<file path="config.mk">
export PLATFORM = sky130hd
export DESIGN_NAME = difftest_aia_event_gen
export DESIGN_NICKNAME = d
export VERILOG_FILES = /design/src/rtl/difftest_aia_pkg.sv /design/src/rtl/difftest_aia_event_fifo.sv /design/src/rtl/difftest_aia_event_gen.sv
export SDC_FILE = /design/constraint.sdc
export NUM_CORES = 1
export LEC_CHECK = 0
export CAP_MARGIN = 25
export CORE_MARGIN = 2
export CORE_UTILIZATION = 55
export DETAILED_ROUTE_END_ITERATION = 8
export GPL_TIMING_DRIVEN = 0
export PLACE_DENSITY = 0.8
export SYNTH_ARGS = -nofsm -noshare
export SYNTH_HDL_FRONTEND = slang
export SYNTH_SLANG_ARGS = --single-unit
</file>
<file path="constraint.sdc">
create_clock -name clock -period 21.8 [get_ports clock]
set_input_delay 4.36 -clock clock [delete_from_list [all_inputs] [get_ports clock]]
set_output_delay 4.36 -clock clock [all_outputs]
set_load 0.05 [all_outputs]
</file>
<file path="src/rtl/difftest_aia_pkg.sv">
// Shared types for the difftest AIA event channel: one snapshot of the four
// interrupt-file outputs, packed so it can be compared and stored as one word.
package difftest_aia_pkg;

    localparam int AIA_EVENT_W = 256;

    typedef struct packed {
        logic [63:0] mtopei;
        logic [63:0] stopei;
        logic [63:0] vstopei;
        logic [63:0] hgeip;
    } aia_event_t;

endpackage

</file>
<file path="src/rtl/difftest_aia_event_fifo.sv">
// Event FIFO, DEPTH entries of aia_event_t, head read combinationally from storage.
// Latency: a push is visible at the head the cycle after the write edge.
// Backpressure: push_i must only be asserted when not full or popping; ovwr_i replaces the youngest entry.
module difftest_aia_event_fifo
    import difftest_aia_pkg::*;
#(
    parameter int DEPTH = 4
) (
    input  logic       clock,
    input  logic       reset,
    input  logic       push_i,
    input  logic       ovwr_i,
    input  logic       pop_i,
    input  aia_event_t wdata_i,
    output aia_event_t rdata_o,
    output logic       full_o,
    output logic       empty_o
);

    localparam int AW = $clog2(DEPTH);

    logic [AW:0]   wr_ptr_q, wr_ptr_d;
    logic [AW:0]   rd_ptr_q, rd_ptr_d;
    logic [AW-1:0] wr_idx, rd_idx, last_idx;
    aia_event_t    mem_q [DEPTH];

    assign wr_idx   = wr_ptr_q[AW-1:0];
    assign rd_idx   = rd_ptr_q[AW-1:0];
    assign last_idx = wr_idx - AW'(1);

    // Extra pointer MSB distinguishes a full ring from an empty one.
    assign empty_o = (wr_ptr_q == rd_ptr_q);
    assign full_o  = (wr_ptr_q[AW] != rd_ptr_q[AW]) && (wr_idx == rd_idx);
    assign rdata_o = mem_q[rd_idx];

    always_comb begin
        wr_ptr_d = wr_ptr_q;
        rd_ptr_d = rd_ptr_q;
        if (push_i) wr_ptr_d = wr_ptr_q + (AW + 1)'(1);
        if (pop_i)  rd_ptr_d = rd_ptr_q + (AW + 1)'(1);
    end

    always_ff @(posedge clock) begin
        if (reset) begin
            wr_ptr_q <= '0;
            rd_ptr_q <= '0;
        end else begin
            wr_ptr_q <= wr_ptr_d;
            rd_ptr_q <= rd_ptr_d;
        end
    end

    always_ff @(posedge clock) begin
        if (push_i) begin
            mem_q[wr_idx] <= wdata_i;
        end else if (ovwr_i) begin
            mem_q[last_idx] <= wdata_i;
        end
    end

endmodule

</file>
<file path="src/rtl/difftest_aia_event_gen.sv">
// AIA event producer: snapshots mtopei/stopei/vstopei/hgeip into a FIFO for the difftest sink.
// Latency: 1 cycle sample-to-out_valid; one event per cycle with out_ready high.
// Backpressure: full FIFO without a pop coalesces into the youngest entry and bumps ovf_count.
// DIFFTEST_AIA_DEDUP_EN: push only when the snapshot differs from the last pushed one.
module difftest_aia_event_gen
    import difftest_aia_pkg::*;
#(
    parameter int         DEPTH   = 4,
    parameter logic [7:0] CORE_ID = 8'd0,
    parameter int         CNT_W   = 16
) (
    input  logic             clock,
    input  logic             reset,
    input  logic             sample_en,
    input  logic [63:0]      in_mtopei,
    input  logic [63:0]      in_stopei,
    input  logic [63:0]      in_vstopei,
    input  logic [63:0]      in_hgeip,
    input  logic             out_ready,
    output logic             out_valid,
    output logic [63:0]      out_mtopei,
    output logic [63:0]      out_stopei,
    output logic [63:0]      out_vstopei,
    output logic [63:0]      out_hgeip,
    output logic [7:0]       out_coreid,
    output logic [CNT_W-1:0] ovf_count
);

    aia_event_t       snap, head;
    logic             push_req, push, ovwr, pop, full, empty;
    logic [CNT_W-1:0] ovf_q, ovf_d;

    assign snap = '{mtopei: in_mtopei, stopei: in_stopei, vstopei: in_vstopei, hgeip: in_hgeip};

`ifdef DIFFTEST_AIA_DEDUP_EN
    aia_event_t shadow_q;

    assign push_req = sample_en && (snap != shadow_q);

    always_ff @(posedge clock) begin
        if (reset) begin
            shadow_q <= '0;
        end else if (push_req) begin
            shadow_q <= snap;
        end
    end
`else
    assign push_req = sample_en;
`endif

    assign out_valid = !empty;
    assign pop       = out_valid && out_ready;
    assign ovwr      = push_req && full && !pop;
    assign push      = push_req && !ovwr;

    difftest_aia_event_fifo #(
        .DEPTH (DEPTH)
    ) u_fifo (
        .clock   (clock),
        .reset   (reset),
        .push_i  (push),
        .ovwr_i  (ovwr),
        .pop_i   (pop),
        .wdata_i (snap),
        .rdata_o (head),
        .full_o  (full),
        .empty_o (empty)
    );

    always_comb begin
        ovf_d = ovf_q;
        if (ovwr && (ovf_q != '1)) ovf_d = ovf_q + CNT_W'(1);
    end

    always_ff @(posedge clock) begin
        if (reset) begin
            ovf_q <= '0;
        end else begin
            ovf_q <= ovf_d;
        end
    end

    // Storage is not reset, so the data outputs are forced to zero while empty.
    assign out_mtopei  = empty ? 64'd0 : head.mtopei;
    assign out_stopei  = empty ? 64'd0 : head.stopei;
    assign out_vstopei = empty ? 64'd0 : head.vstopei;
    assign out_hgeip   = empty ? 64'd0 : head.hgeip;
    assign out_coreid  = CORE_ID;
    assign ovf_count   = ovf_q;

endmodule

</file>
# Word-level counts from Yosys, hierarchy flattened
# Memory sizes are Yosys's and may differ from the RTL's. A register that Yosys moved wholly into a read port is not among the register bits.
# Index checks and enable logic that the tools add are counted.
[totals]
register_bits = 22
ram_bits = 1024
inputBits = 260
output_inout_bits = 281
word_cells = 36
memories = 1
[mem_list]
columns = ["memory", "words", "width", "read_ports", "rd_ports_with_merged_regs", "wr", "line", "rtl"]
rows = [
  ["u_fifo.mem_q", 4, 256, 1, 1, 1, "difftest_aia_event_fifo.sv:25", "aia_event_t mem_q [DEPTH];"],
]
[op_classes]
add_sub_neg = 4
n_eq_ne = 4
muxes = 14
n_reduce_logical = 10
[ops]
columns = ["operator", "count"]
rows = [
  ["two-way mux 256 bit", 1],
  ["two-way mux 64 bit", 4],
  ["OR reduction 256 bit", 1],
  ["adder 16 x 1 -> 16 bit, second input constant", 1],
  ["!= test 16 bit, second input constant", 1],
  ["adder 3 x 1 -> 3 bit, second input constant", 2],
  ["logical AND 1 bit", 6],
  ["two-way mux 1 bit", 6],
  ["two-way mux 2 bit", 3],
  ["equality test 3 bit", 1],
  ["logical NOT 1 bit", 3],
  ["equality test 2 bit", 1],
  ["subtractor 2 x 1 -> 2 bit, second input constant", 1],
  ["!= test 1 bit", 1],
]

# Depth between registers and ports, before layout
# Gate-level depths: netlist of run 1.
[logic_depth]
ltp_word = 11
ltp_mapped = 7
ltp_nobuf = 5

# Cells and area by module
# From an unflattened synthesis of run 1, not the netlist that was laid out.
[hier_totals]
hier_cells = 1777
area_unflattened_um2 = 40312.4
[modules_own_cells]
columns = ["mod", "n_inst", "cells_per_inst", "area_per_inst_um2"]
rows = [
  ["difftest_aia_event_fifo", 1, 1379, 37581.0],
  ["difftest_aia_event_gen", 1, 398, 2731.4],
]

# Least setup slack after synthesis of run 1
# Ideal clock, no wire load.
[synth_path]
path_kind = "input -> register"
start = "in out_ready"
end = "mem u_fifo.mem_q[3][0] (netlist name), enable pin"
setup_time_ns = 0.960
t_arrival_ns = 17.843
slack_ns = 2.997
cell_stages = 6
path_buffers = 2
path_cell_list = "nand2b_1 > or4_1 > buf_2 > clkbuf_1 > or3_1 > a21oi_1"
[synth_between]
elab_chain_len = 9
elab_cells_between_ends = 13
cone_classes = "mux (7); reduce/logical (6)"
[synth_rtl]
columns = ["item", "line", "rtl"]
rows = [
  ["from (decl)", "difftest_aia_event_gen.sv:19", "input logic out_ready,"],
  ["logical AND 1 bit *", "difftest_aia_event_gen.sv:52", "assign pop = out_valid && out_ready;"],
  ["logical NOT 1 bit *", "difftest_aia_event_gen.sv:53", "assign ovwr = push_req && full && !pop;"],
  ["logical AND 1 bit *", "difftest_aia_event_gen.sv:53", ""],
  ["logical NOT 1 bit", "difftest_aia_event_gen.sv:54", "assign push = push_req && !ovwr;"],
  ["logical AND 1 bit", "difftest_aia_event_gen.sv:54", ""],
  ["two-way mux 1 bit", "difftest_aia_event_fifo.sv:54", "if (push_i) begin"],
  ["two-way mux 1 bit (not written as such)", "difftest_aia_event_fifo.sv:57", "mem_q[last_idx] <= wdata_i;"],
  ["OR reduction 256 bit (no line)", "n/a", ""],
  ["two-way mux 2 bit (no line) or two-way mux 1 bit (tied branches)", "n/a", ""],
  ["to (decl)", "difftest_aia_event_fifo.sv:25", ""],
]
# Mark *: on every way between the ends. The rest lies on a longest branch, timed or not.

# Worst setup path in the final report of run 1
[layout_path]
start = "reg u_fifo.wr_ptr_q[1]"
end = "out out_mtopei[56]"
[layout_between]
elab_chain_len = 2
[layout_rtl]
columns = ["item", "line", "rtl"]
rows = [
  ["from (decl)", "difftest_aia_event_fifo.sv:22", "logic [AW:0] wr_ptr_q, wr_ptr_d;"],
  ["from (signal assigned)", "difftest_aia_event_fifo.sv:48", "wr_ptr_q <= wr_ptr_d;"],
  ["equality test 3 bit", "difftest_aia_event_fifo.sv:32", "assign empty_o = (wr_ptr_q == rd_ptr_q);"],
  ["two-way mux 64 bit", "difftest_aia_event_gen.sv:84", "assign out_mtopei = empty ? 64'd0 : head.mtopei;"],
  ["to (decl)", "difftest_aia_event_gen.sv:21", "output logic [63:0] out_mtopei,"],
]
# Every way passes these cells.

==> impl_results.md, run 1 <==
- Post-synthesis simple-gate area fraction: 0.0505
- MaxCap Viol Count: 0
- Hold_buf cts: 0
- Endpoints failing setup: 0
- Iter 0 DRT Violations: 1,707
- Synth area leader: edfxtp_1
- Initial antenna violation count: 23
- Worst EP arrival: 4.50 ns
- Multi-input gate area: between 8000 and 9000 um2
- DRC viols: 0
- Post-synthesis mux area share: 0.146
- Final Critical Period: 8.86 ns
- Vias in the first global route: 21,339
- Starting Density: 0.556
- Main combinational cell family by area after synthesis: multiplexers
- Fin cells: 3,518
- Crit end category: output pin
- Register clock-pin slew on the reported worst setup and hold paths: roughly 0.06 ns
- Fmax: 113 MHz
- Post-Synth XOR/XNOR Area: 0.00132
- Area share of the largest cell type after synthesis: 0.772
- Via count: 20,317
- Required @ worst endpoint: about 17 ns
- FP Rows: 98
- DIE AREA: 74,600 um2
- CTS max path bufs: 3
- Cell Area, Synth: around 40,000 um2
- Class of the worst hold path: reg -> reg
- Number of fill cells in the layout: 4,119
- Critical hold path startpoint: u_fifo.rd_ptr_q[1]
- Sequential area share after synthesis: 0.784
- Grt ovf: 0
- CTS sink count: around 1,000
- CP Launch Type: flip-flop
- Worst-Skew Late Latency: roughly 0.67 ns
- Overall Global Routing Usage: 0.240
- Asr flop ratio synth: 0
- Commonest non-fill, non-tap cell in the layout: edfxtp_1
- Worst hold endpoint: u_fifo.rd_ptr_q[1]
- Synth unique cells: 37
- Syn avg cell area: 22.3 um2
- Total wire length: 90,400 um
- Routability Congestion: 0.822
- Final period utilization: 0.406
- Flip-flop and latch area: 31,200 um2
- Antenna Nets Post-Route: 0
- Worst Tran Pin Value: 1.08 ns
- Yosys reg bits: 1,048
- Largest stage delay, worst path: 0.98 ns
- Final Hold Vio Count: 0
- Outcome: finished clean
- Worst hold path depth: 2
- CP max-delay cell: clkdlybuf4s50_1
- CTS tree: built
- Worst R2R Setup Slack: 17.54 ns
- Synth Area in Compound Gates: 0.00575
- Design Area, Final: between 50,000 and 60,000 um2
- Post-CTS Setup Bufs: 0
- Die width: 273 um
- DR WL/cell: 25.7 um
- TNS Setup: 0 ns
- Crit path max fanout: 10
- FF-to-FF End: u_fifo.mem_q[3][138]
- Pins Over Slew Limit: 0
- Post-synth EDFFs: between 1,000 and 1,500
- Syn-to-layout area delta: 27.1%
- First drt pass iteration count: 5
- Crit Path Category: reg -> out
- Warnings from Yosys: 0
- IO buf count: 531
- Post-DP Area: 47,500 um2
- TritonCTS Buffers: 102
- Vias/cell: 5.78
- Max VDD drop: 0.101 mV
- Max-slew headroom: 0.275
- Post-synthesis adder-cell area fraction: 0.000943
- Placed cell count: around 3,300
- Most used DFF post-synth: edfxtp_1
- Clk_skew: approximately 0.044 ns
- Ratio of cells with drive above 1 in the final layout: 0.177
- RSZ-0062 raised after global routing: false
- Worst R2R Start: u_fifo.wr_ptr_q[1]
- Mapped Cells: 1,787
- Power Density: between 100 and 150 nW/um2
- Hpwl dp: between 60,000 and 70,000 um
- R2r worst-path depth: 12
- Nets@finish: 2,741
- I/O pin cnt: 541
- Commonest non-fill, non-tap cells in the layout: 1,024 x edfxtp_1, 531 x clkdlybuf4s50_1, 258 x and2_1
- Die Ht: 273 um
- Pre-CTS setup slack: between 10 and 15 ns
- Core footprint: 71,600 um2
- CP cell instances: xor2_1, or3_1, clkbuf_1, clkbuf_1, clkbuf_1, and2_1, clkdlybuf4s50_1
- Cells resized by post-CTS repair: 0
- Root Buffer: clkbuf_16
- First-pass GRT wire length: 132,000 um
- Worst hold slack: 0.508 ns
- Synth area leaders: edfxtp_1 77%, mux4_2 14%, and2_1 4.1%
- Most frequent CP cell: clkbuf_1
- Min setup slack post-route: approximately 13 ns
- Leak Pwr: around 16 nW
- Largest net degree at the start of global routing: 55
- CTS H-tree lvls: 3
[synth_stat cells (4+ instances only)]
library cell  number
or3_1              7
o21ai_0            4
nand3_1           12
clkbuf_1          67
buf_2             10
o31ai_1           12
buf_4              8
nor2_1             6
dfxtp_1           24
nand2_1            7
edfxtp_1        1024
nand4_1            6
mux4_2           256
or4_1             11
and2_1           258
buf_1             18
xor2_1             5
nor4_1             4
a21oi_1           19
[report_power, final]
group	total, mW	switching [mW]	internal (mW)
clock network	1.61	0.716	0.895
logic	1.39	0.868	0.522
registers	2.31	0.0178	2.29
total	5.31	1.60	3.71
[critical path: cells and delay by family (launching register included)]
kind	cells	cell delay, ns
and+or+nand+nor	2	0.40
buffers and inverters	4	2.68
DFF	1	0.44
xor gates and xnor gates	1	0.33
[cell type report]
| cell class | count | share of cell area |
|---|---|---|
| sequential | 1048 | 0.617 |
| multi-input combinational | 639 | 0.162 |
| timing repair buffer | 580 | 0.128 |
| clock buffer | 138 | 0.0535 |
| tap | 950 | 0.0235 |
| buffer | 104 | 0.00870 |
| clock inverter | 43 | 0.00682 |
| antenna | 13 | 0.000643 |
| inverter | 3 | 0.000222 |
[worst max-delay path by stage]
stage / start / to / slack, ns / cells past startpoint
final: u_fifo.wr_ptr_q[1] / out_mtopei[56] / 12.94 / 7
after global routing: u_fifo.wr_ptr_q[1] / out_mtopei[56] / 12.59 / 7
after CTS: u_fifo.wr_ptr_q[1] / out_mtopei[56] / 12.77 / 7
after detailed placement: sample_en / u_fifo.mem_q[3][168] / 13.18 / 13
after global placement: sample_en / u_fifo.mem_q[3][168] / -7.22 / 7
after floorplan: out_ready / u_fifo.mem_q[3][0] / 3.00 / 6
[metrics by stage]
stage               utilization  total power, mW
finish                    0.707             5.31
global route              0.707             5.48
CTS                       0.706             5.35
detailed placement        0.664             3.75
global placement          0.647             3.76
floorplan                     -             3.26
[logic make-up after synthesis]
| family | count (synthesis) |
|---|---|
| multiplexers | 259 |
| adder cells (fa/ha/maj) | 3 |
| other | 1 |
| XOR/XNOR | 6 |
| buffers and inverters | 107 |
| AND/OR/NAND/NOR | 325 |
| flip-flops | 1048 |
| AO/OA/AOI/OAI | 38 |
[registers in the layout, summed over array words and instances (netlist names), named ones only]
signal / flops
u_fifo.mem_q: 1024
ovf_count: 16
u_fifo.rd_ptr_q: 3
u_fifo.wr_ptr_q: 3
[metal layers]
layer	share of wire	wire length, um	vias up	track usage
li1	-	-	8722	-
met1	0.37	33600	10544	0.299
met2	0.51	46000	808	0.400
met3	0.082	7380	217	0.0718
met4	0.036	3220	26	0.0903
met5	0.0018	164	-	0
No activity file was read; power rests on OpenSTA's default activity.
==> inputs of run 2 (changes only) <==
==> constraint.sdc (replaced) <==
create_clock -name clock -period 8.2 [get_ports clock]
set_input_delay 1.64 -clock clock [delete_from_list [all_inputs] [get_ports clock]]
set_output_delay 1.64 -clock clock [all_outputs]
set_load 0.05 [all_outputs]
==> run 2 against run 1 <==
  * Cell area down 0.15%
  * Register-to-register slack worse by 13 ns
  * Critical path depth unchanged
  * Critical path type unchanged
  * Highest routed layer unchanged
==> impl_results.md, run 2 (synthesis results as in run 1) <==
- Outcome: finished clean
- Min setup slack post-route: 2.21 ns
- CP cell instances: xor2_1, or3_1, clkbuf_1, clkbuf_1, clkbuf_1, and2_1, clkdlybuf4s50_1
- Clk_skew: about 0.041 ns
- Design Area, Final: 50,500 um2
- Syn-to-layout area delta: 26.9%
- Vias/cell: about 5.8
- Leak Pwr: 16.0 nW
- Die width: roughly 270 um
- CTS sink count: 1,048
- Iter 0 DRT Violations: 1,683
- CTS H-tree lvls: 3
- DR WL/cell: 25.8 um
- Die Ht: 273 um
- Post-DP Area: 47,400 um2
- Endpoints failing setup: 0
- Register clock-pin slew on the reported worst setup and hold paths: 0.06 ns
- Via count: 20,320
- Crit end category: output pin
- TritonCTS Buffers: 101
- Final Critical Period: 5.99 ns
- Nets@finish: about 2,700
- CP Launch Type: flip-flop
- CTS tree: built
- Fin cells: 3,524
- Number of fill cells in the layout: 4,205
- Buf/Inv on CP: 4
- DIE AREA: 74,600 um2
- First-pass GRT wire length: 134,000 um
- Crit Path Category: reg -> out
- Commonest non-fill, non-tap cell in the layout: edfxtp_1
- Ratio of cells with drive above 1 in the final layout: 0.179
- Pre-CTS setup slack: about 2.7 ns
- Class of the worst hold path: reg -> reg
- Hpwl dp: 60,500 um
- Worst EP arrival: 4.35 ns
- Worst Tran Pin Value: 1.06 ns
- Final Hold Vio Count: 0
- Max-slew headroom: 0.284
- TNS Setup: 0 ns
- Fmax: 167 MHz
- Grt ovf: 0
- CTS max path bufs: 3
- Max VDD drop: 0.269 mV
- Pins Over Slew Limit: 0
- Max reg flops: 1,024
- Placed cell count: about 3,300
- Crit path max fanout: 11
- Final period utilization: 0.731
- Starting Density: 0.556
- MaxCap Viol Count: 0
- DRC viols: 0
- Total wire length: 90,900 um
- Root Buffer: clkbuf_16
- Overall Global Routing Usage: 0.243
- First drt pass iteration count: 5
- Core footprint: 71,600 um2
- Power Density: 280 nW/um2
- Post-CTS Setup Bufs: 0
- Commonest non-fill, non-tap cells in the layout: 1,024 x edfxtp_1, 531 x clkdlybuf4s50_1, 258 x and2_1
- Most flop-heavy register: u_fifo.mem_q
- Cells resized by post-CTS repair: 0
- Largest stage delay, worst path: slightly below 1 ns
- CP max-delay cell: clkdlybuf4s50_1
- Vias in the first global route: approximately 21,000
- Largest net degree at the start of global routing: 55
- RSZ-0062 raised after global routing: false
- Required @ worst endpoint: 6.56 ns
- Worst-Skew Late Latency: 0.67 ns
- Routability Congestion: 0.822
- Worst hold slack: 0.505 ns
- IO buf count: 531
- I/O pin cnt: around 540
- Multi-input gate area: approximately 8200 um2
- FP Rows: 98
- Initial antenna violation count: 30
- Flip-flop and latch area: 31,200 um2
- Antenna Nets Post-Route: 0
- Delay-heaviest family, CP: buffers and inverters
- Hold_buf cts: 0
- Most frequent CP cell: clkbuf_1
==> run 2: cell count changes in the layout (fill, tap and decap cells not counted), moves of 2 or more <==
cell | before | now
buf_12 | 20 | 24
clkinv_2 | 8 | 14
clkinv_16 | 3 | 1
buf_16 | 25 | 18
inv_16 | 0 | 2
clkbuf_1 | 102 | 105
clkinv_1 | 25 | 19
diode_2 | 13 | 16
clkinvlp_4 | 0 | 3
==> run 2: final timing paths <==
| path | from | cells after the start | slack (ns) | endpoint |
|---|---|---|---|---|
| setup / recovery | u_fifo.wr_ptr_q[1] | 7 | 2.21 | out_stopei[8] |
| hold / removal | ovf_count[12] | 2 | 0.51 | ovf_count[12] |
| setup reg to reg | u_fifo.wr_ptr_q[1] | 12 | 4.25 | u_fifo.mem_q[3][65] |
| hold reg to reg | ovf_count[12] | 2 | 0.51 | ovf_count[12] |
==> run 2: layer usage <==
layer,vias to the layer above,global-route usage,routed length [um]
met5,-,0,196
met4,30,0.0946,2910
met3,194,0.0734,7520
met2,787,0.408,47300
met1,10575,0.299,33000
li1,8734,-,-
==> run 2: power by group <==
group | switching (mW) | internal, mW
clock network | 1.90 | 2.41
logic | 2.31 | 1.39
registers | 0.0481 | 6.09
==> run 2: final cells by class <==
cell class                      count  area share
Sequential cell                  1048       0.618
Multi-Input combinational cell    639       0.162
Timing Repair Buffer              578       0.126
Clock buffer                      141      0.0536
Tap cell                          950      0.0235
Buffer                            104     0.00871
Clock inverter                     45     0.00708
Antenna cell                       16    0.000792
Inverter                            3    0.000223
==> run 2: per-stage QoR <==
| stage | power, mW | util |
|---|---|---|
| 6_report | 14.1 | 0.706 |
| 5_1_grt | 14.6 | 0.706 |
| 4_1_cts | 14.2 | 0.705 |
| 3_5_place_dp | 9.95 | 0.662 |
| 3_3_place_gp | 9.89 | 0.648 |
| 2_1_floorplan | 8.60 | - |
==> run 2: worst register-to-register path: cells and delay by family, from the launching register on <==
family                    cells  cell delay, ns
and+or+nand+nor               2            0.96
AOI/OAI and AO/OA             1            0.41
buffers and inverters         8            1.67
xor gates and xnor gates      1            0.17
DFF                           1            0.46
==> inputs of run 3 (changes only) <==
==> constraint.sdc (replaced) <==
create_clock -name clock -period 5.6 [get_ports clock]
set_input_delay 1.12 -clock clock [delete_from_list [all_inputs] [get_ports clock]]
set_output_delay 1.12 -clock clock [all_outputs]
set_load 0.05 [all_outputs]
==> run 3 against run 2 <==
  * First-iteration DRC count fell by 8.4%
  * Via count is 0.29% lower
  * Clock-buffer cell count fell by 14
  * Total power up 49%
  * Critical path type unchanged
  * Register-to-register slack worse by 2.4 ns
  * Combinational power grew 46%
  * Global-route usage grew 0.28 points
  * Routed wire length up 0.59%
  * Sequential power grew 46%
  * Hold slack got worse by 0.021 ns
  * Sequential share of layout area fell by 0.37 points
==> impl_results.md, run 3 (synthesis results as in run 1) <==
- DR WL/cell: 26.0 um
- Register clock-pin slew on the reported worst setup and hold paths: 0.07 ns
- Largest stage delay, worst path: 0.86 ns
- Vias/cell: 5.76
- Die width: 273 um
- Iter 0 DRT Violations: 1,542
- Root Buffer: clkbuf_16
- DRC viols: 0
- Post-CTS Setup Bufs: 0
- Initial antenna violation count: 16
- Crit path max fanout: 10
- Switching Power: 6.28 mW
- I/O pin cnt: 541
- FP Rows: 98
- Via count: 20,261
- FF-to-FF End: u_fifo.mem_q[3][176]
- CTS H-tree lvls: 3
- Layout Utilization: 0.710
- Largest net degree at the start of global routing: 54
- Antenna Nets Post-Route: 0
- Outcome: finished clean
- Most flop-heavy register: u_fifo.mem_q
- CTS max path bufs: 3
- CP Launch Type: flip-flop
- Max-slew headroom: 0.318
- Max VDD drop: 0.335 mV
- Crit end category: output pin
- Worst R2R Start: u_fifo.wr_ptr_q[1]
- Worst-Skew Late Latency: between 0.6 and 0.7 ns
- Worst EP arrival: 4.12 ns
- Hpwl dp: 60,500 um
- P_int: ~15 mW
- Final Critical Period: 5.24 ns
- Clk_skew: approximately 0.05 ns
- First drt pass iteration count: 5
- Final Hold Vio Count: 0
- Total wire length: between 90,000 and 100,000 um
- Endpoints failing setup: 0
- Max reg flops: approximately 1,000
- Class of the worst hold path: reg -> reg
- Commonest non-fill, non-tap cell in the layout: edfxtp_1
- CP max-delay cell: clkdlybuf4s50_1
- Worst hold path depth: 2
- MaxCap Viol Count: 0
- Die Ht: 273 um
- Commonest non-fill, non-tap cells in the layout: 1,024 x edfxtp_1, 531 x clkdlybuf4s50_1, 258 x and2_1
- DIE AREA: 74,600 um2
- Final Total Pwr: 21.1 mW
- Grt ovf: 0
- Final period utilization: 0.935
- First-pass GRT wire length: 135,000 um
- CTS tree: built
- Worst R2R Setup Slack: 1.85 ns
- Overall Global Routing Usage: 0.246
- Starting Density: 0.556
- Power Density: about 420 nW/um2
- TritonCTS Buffers: roughly 100
- Core footprint: 71,600 um2
- R2r worst-path depth: 11
- Clock power share: 0.318
- Pins Over Slew Limit: 0
- Routability Congestion: slightly above 0.8
- Seq pwr share: 0.426
- CTS sink count: 1,048
- CP cell instances: xor2_1, or3_1, clkbuf_1, clkbuf_1, buf_8, clkbuf_1, and2_1, clkdlybuf4s50_1
- Critical hold path startpoint: u_fifo.rd_ptr_q[1]
- Required @ worst endpoint: 4.48 ns
- Nets@finish: 2,741
- RSZ-0062 raised after global routing: false
- Buf/Inv on CP: 5
- Syn-to-layout area delta: 27.7%
- Vias in the first global route: 21,486
- Leak Pwr: 16.1 nW
- Worst Tran Pin Value: 1.01 ns
- Crit Path Category: reg -> out
- IO buf count: 531
- Logic pwr share: 0.256
- Most frequent CP cell: clkbuf_1
- Ratio of cells with drive above 1 in the final layout: 0.185
- Delay-heaviest family, CP: buffers and inverters
- Sw Ratio: 0.297
- Number of fill cells in the layout: 4,147
- Fmax: 191 MHz
run 3: cell types whose count changed in the layout (fill, tap and decap cells not counted), moves of 4 or more:
cell and delta:
bufinv_16 +8, diode_2 -6, buf_12 +4, clkinv_2 -6
clkbuf_1 -16
run 3: power by group through the flow:
| stage | logic [mW] | clock network (mW) | registers, mW |
|---|---|---|---|
| after global routing | 5.66 | 7.10 | 9.01 |
| after floorplan | 3.43 | 0 | 9.17 |
| after global placement | 5.27 | 0 | 9.21 |
| after detailed placement | 5.41 | 0 | 9.15 |
| final | 5.41 | 6.71 | 8.99 |
| after CTS | 5.46 | 6.82 | 8.99 |
run 3: through the flow:
| stage | setup WS (ns) | cell area, um2 | cells | hold WS [ns] | TNS (ns) |
|---|---|---|---|---|---|
| final | 0.362 | 50800 | 3516 | 0.484 | 0 |
| after global routing | 0.117 | 50800 | 3512 | 0.519 | 0 |
| after CTS | 0.212 | 50800 | 3502 | 0.486 | 0 |
| after detailed placement | 0.716 | 47500 | 3321 | 0.495 | 0 |
| after global placement | -5.19 | 46400 | 3275 | 0.490 | -4785.41 |
| after floorplan | -1.32 | 39900 | 1794 | 0.478 | -956.76 |
run 3: how the worst max path moves through the flow:
| stage | from | end | slack [ns] | cells after the start |
|---|---|---|---|---|
| after floorplan | out_ready | u_fifo.mem_q[3][0] | -1.32 | 6 |
| after global placement | sample_en | u_fifo.mem_q[3][176] | -5.19 | 7 |
| after detailed placement | u_fifo.wr_ptr_q[1] | out_stopei[0] | 0.72 | 7 |
| after CTS | u_fifo.wr_ptr_q[1] | out_hgeip[6] | 0.21 | 8 |
| after global routing | u_fifo.wr_ptr_q[1] | out_hgeip[6] | 0.12 | 8 |
| final | u_fifo.wr_ptr_q[1] | out_hgeip[6] | 0.36 | 8 |
run 3: worst min-delay path, cell delays in order, from the launching register on:
cell	delay (ns)
dfxtp_1	0.33
nand2_1	0.06
a21oi_1	0.08
run 3: final cells by class:
cell class,count,area [um2],share of cell area
Antenna cell,10,25.0,0.000492
Sequential cell,1048,31200,0.614
Clock inverter,54,652,0.0128
Inverter,3,11.3,0.000221
Tap cell,950,1190,0.0234
Buffer,104,459,0.00903
Clock buffer,127,2650,0.0520
Multi-Input combinational cell,639,8220,0.162
Timing Repair Buffer,581,6420,0.126
run 3: timing repair:
action	in CTS	in global routing
resized for setup	1	0
setup endpoints to repair	2	0
hold buffers	0	0
run 3: routing by layer:
layer,GRT usage,wire length (um)
met1,0.297,32800
met2,0.427,47900
met3,0.0642,7140
met4,0.0938,3400
met5,0,88
==> variant: new RTL, config.mk and constraints of run 1 <==
`DEPTH` is set to 4 in 2 places; all go to 8.
--- a/src/rtl/difftest_aia_event_fifo.sv
+++ b/src/rtl/difftest_aia_event_fifo.sv
@@ -4,7 +4,7 @@
 module difftest_aia_event_fifo
     import difftest_aia_pkg::*;
 #(
-    parameter int DEPTH = 4
+    parameter int DEPTH = 8
 ) (
     input  logic       clock,
     input  logic       reset,
--- a/src/rtl/difftest_aia_event_gen.sv
+++ b/src/rtl/difftest_aia_event_gen.sv
@@ -5,7 +5,7 @@
 module difftest_aia_event_gen
     import difftest_aia_pkg::*;
 #(
-    parameter int         DEPTH   = 4,
+    parameter int         DEPTH   = 8,
     parameter logic [7:0] CORE_ID = 8'd0,
     parameter int         CNT_W   = 16
 ) (
Check against the original RTL: not settled (the Yosys comparison gave no result); the edit may change what the design does.
==> variant against run 1 <==
- clock skew shrank 0.015 ns
- total power grew 90%
- largest cell class unchanged
- worst setup slack worse by 0.40 ns
- wire length up 100%
- critical endpoint is now out_stopei[5]
- critical path depth grew 1
- design area rose by 87%
- critical path type unchanged
- sequential cell count is 1027 higher
- register-to-register slack worse by 0.17 ns
- first-iteration DRC count grew to 2.5 times the old value
- fmax down 4.4%
- combinational power grew 65%
- area after synthesis is 98% higher
==> variant: results (changes against run 1) <==
Routing
  – Drt initial violations: 4,282 (+150%)
  – DRT Pass-1 Iters: 6 (+1)
  – Number of vias per cell: 6.10 (+5.6%)
  – Routed Wire Length: 184,000 µm (+100%)

Worst setup path
  – Reg2reg setup slack: 17.37 ns (-0.17 ns)
  – Arr. time, crit path: 4.90 ns (+0.40 ns)
  – Slowest stage delay, CP: 0.87 ns (-0.11 ns)

GRT
  – Largest net degree at the start of global routing: 49 (-11%)
  – Initial antenna violation count: 33 (+43%)
  – Global-route wire length before repair: 266,000 µm (+100%)
  – Vias in the first global route: 39,100 (+83%)
  – Total GRT Usage: 25.1% (+1.1 points)

Synth
  – Top post-synthesis cells by count: edfxtp_1 (2,048), mux4_2 (512), nor2_1 (280), mux2i_1 (259), buf_2 (71)
  – Synth cell types: 39 (+5.4%)
  – Area contributors post-synth: edfxtp_1 (78%), mux4_2 (15%), mux2i_1 (3.3%)
  – Post-synthesis async set-or-reset flop share: 0% (unchanged)
  – Sequential element share of the synthesized area: 78.7% (+0.29 points)
  – EDFF count, synth: 2,048 (+100%)

Clock tree
  – CTS buffer count: 201 (+97%)
  – Max H-tree Level: 4 (+1)
  – Later-pin clock latency in the skew report: 0.81 ns (+0.14 ns)

Min path
  – Hold Crit Class: reg -> reg

Placed design
  – HPWL after detailed placement: 116,000 µm (+90%)
  – Placed inst area: 0.0885 mm² (+86%)
  – GP Congestion: 0.793 (-3.5%)

Timing
  – Worst-Margin Slew: 1.08 ns (+0.000394 ns)

Finish
  – # fillers: 8,702 (+110%)
  – Flip-flop count of the largest register after layout: 2,048 (+100%)
  – Layout cells sized above 1: 21.4% (+3.8 points)

Status
  – Status: complete, no violations

Power and ir drop
  – Maximum vdd ir drop: 108 µV (+7.2%)
  – Leakage power: 29.1 nW (+82%)
[variant: worst paths after layout]
| path | start | to | depth (start not counted) |
|---|---|---|---|
| hold / removal | ovf_count[10] | ovf_count[10] | 2 |
| hold reg to reg | ovf_count[10] | ovf_count[10] | 2 |
| setup reg to reg | u_fifo.wr_ptr_q[0] | u_fifo.mem_q[0][5] | 10 |
| setup / recovery | flip-flop | out_stopei[5] | 8 |
[variant: area by class of cell]
type | count | area [µm²] | area share (%)
Buffer | 188 | 833 | 0.879
Antenna cell | 13 | 32.5 | 0.0343
Clock buffer | 262 | 5440 | 5.74
Inverter | 4 | 15.0 | 0.0158
Timing Repair Buffer | 621 | 7260 | 7.66
Tap cell | 1890 | 2360 | 2.50
Multi-Input combinational cell | 1170 | 16000 | 16.9
Sequential cell | 2075 | 62000 | 65.5
Clock inverter | 97 | 795 | 0.838
[variant: cell families after synthesis]
group / Yosys count / share of synthesized area (%)
AO/OA/AOI/OAI: 33 / 0.248
adder cells (fa/ha/maj): 4 / 0.0635
multiplexers: 772 / 17.9
buffers and inverters: 192 / 1.07
other: 1 / 0.00476
XOR/XNOR: 14 / 0.156
flip-flops: 2075 / 78.7
AND/OR/NAND/NOR: 339 / 1.79
[variant: power by group through the flow]
| stage | clock, W | sequential (W) | combinational [W] |
|---|---|---|---|
| 5_1_grt | 0.00349 | 0.00452 | 0.00241 |
| 6_report | 0.00330 | 0.00451 | 0.00230 |
| 3_3_place_gp | 0 | 0.00465 | 0.00224 |
| 2_1_floorplan | 0 | 0.00462 | 0.00147 |
| 3_5_place_dp | 0 | 0.00459 | 0.00231 |
| 4_1_cts | 0.00335 | 0.00451 | 0.00233 |
[variant: metal layers]
| metal | track usage, % | share of wire, % |
|---|---|---|
| met5 | 0 | 0.14 |
| met2 | 40.9 | 50 |
| met1 | 34.5 | 38 |
| met3 | 5.69 | 9.1 |
| met4 | 7.58 | 2.5 |
[variant: worst register-to-register path, cell delays in order, from the launching register on]
cell      delay, ns
dfxtp_1        0.49
xor2_1         0.14
or3_4          0.40
clkbuf_1       0.23
nor3_1         0.34
a22oi_1        0.21
and3b_4        0.88
buf_16         0.39
buf_16         0.32
buf_16         0.34
buf_12         0.31
[variant: per-stage QoR]
step	setup TNS, ns	hold WS [ns]	setup WS, ns	std cells	power, W
final	0	0.499	12.54	6320	0.0101
after global placement	-7383.73	0.487	-8.20	5858	0.00689
after global routing	0	0.535	12.28	6316	0.0104
after detailed placement	0	0.490	13.01	5946	0.00690
after floorplan	0	0.470	4.66	3437	0.00609
after CTS	0	0.499	12.12	6305	0.0102
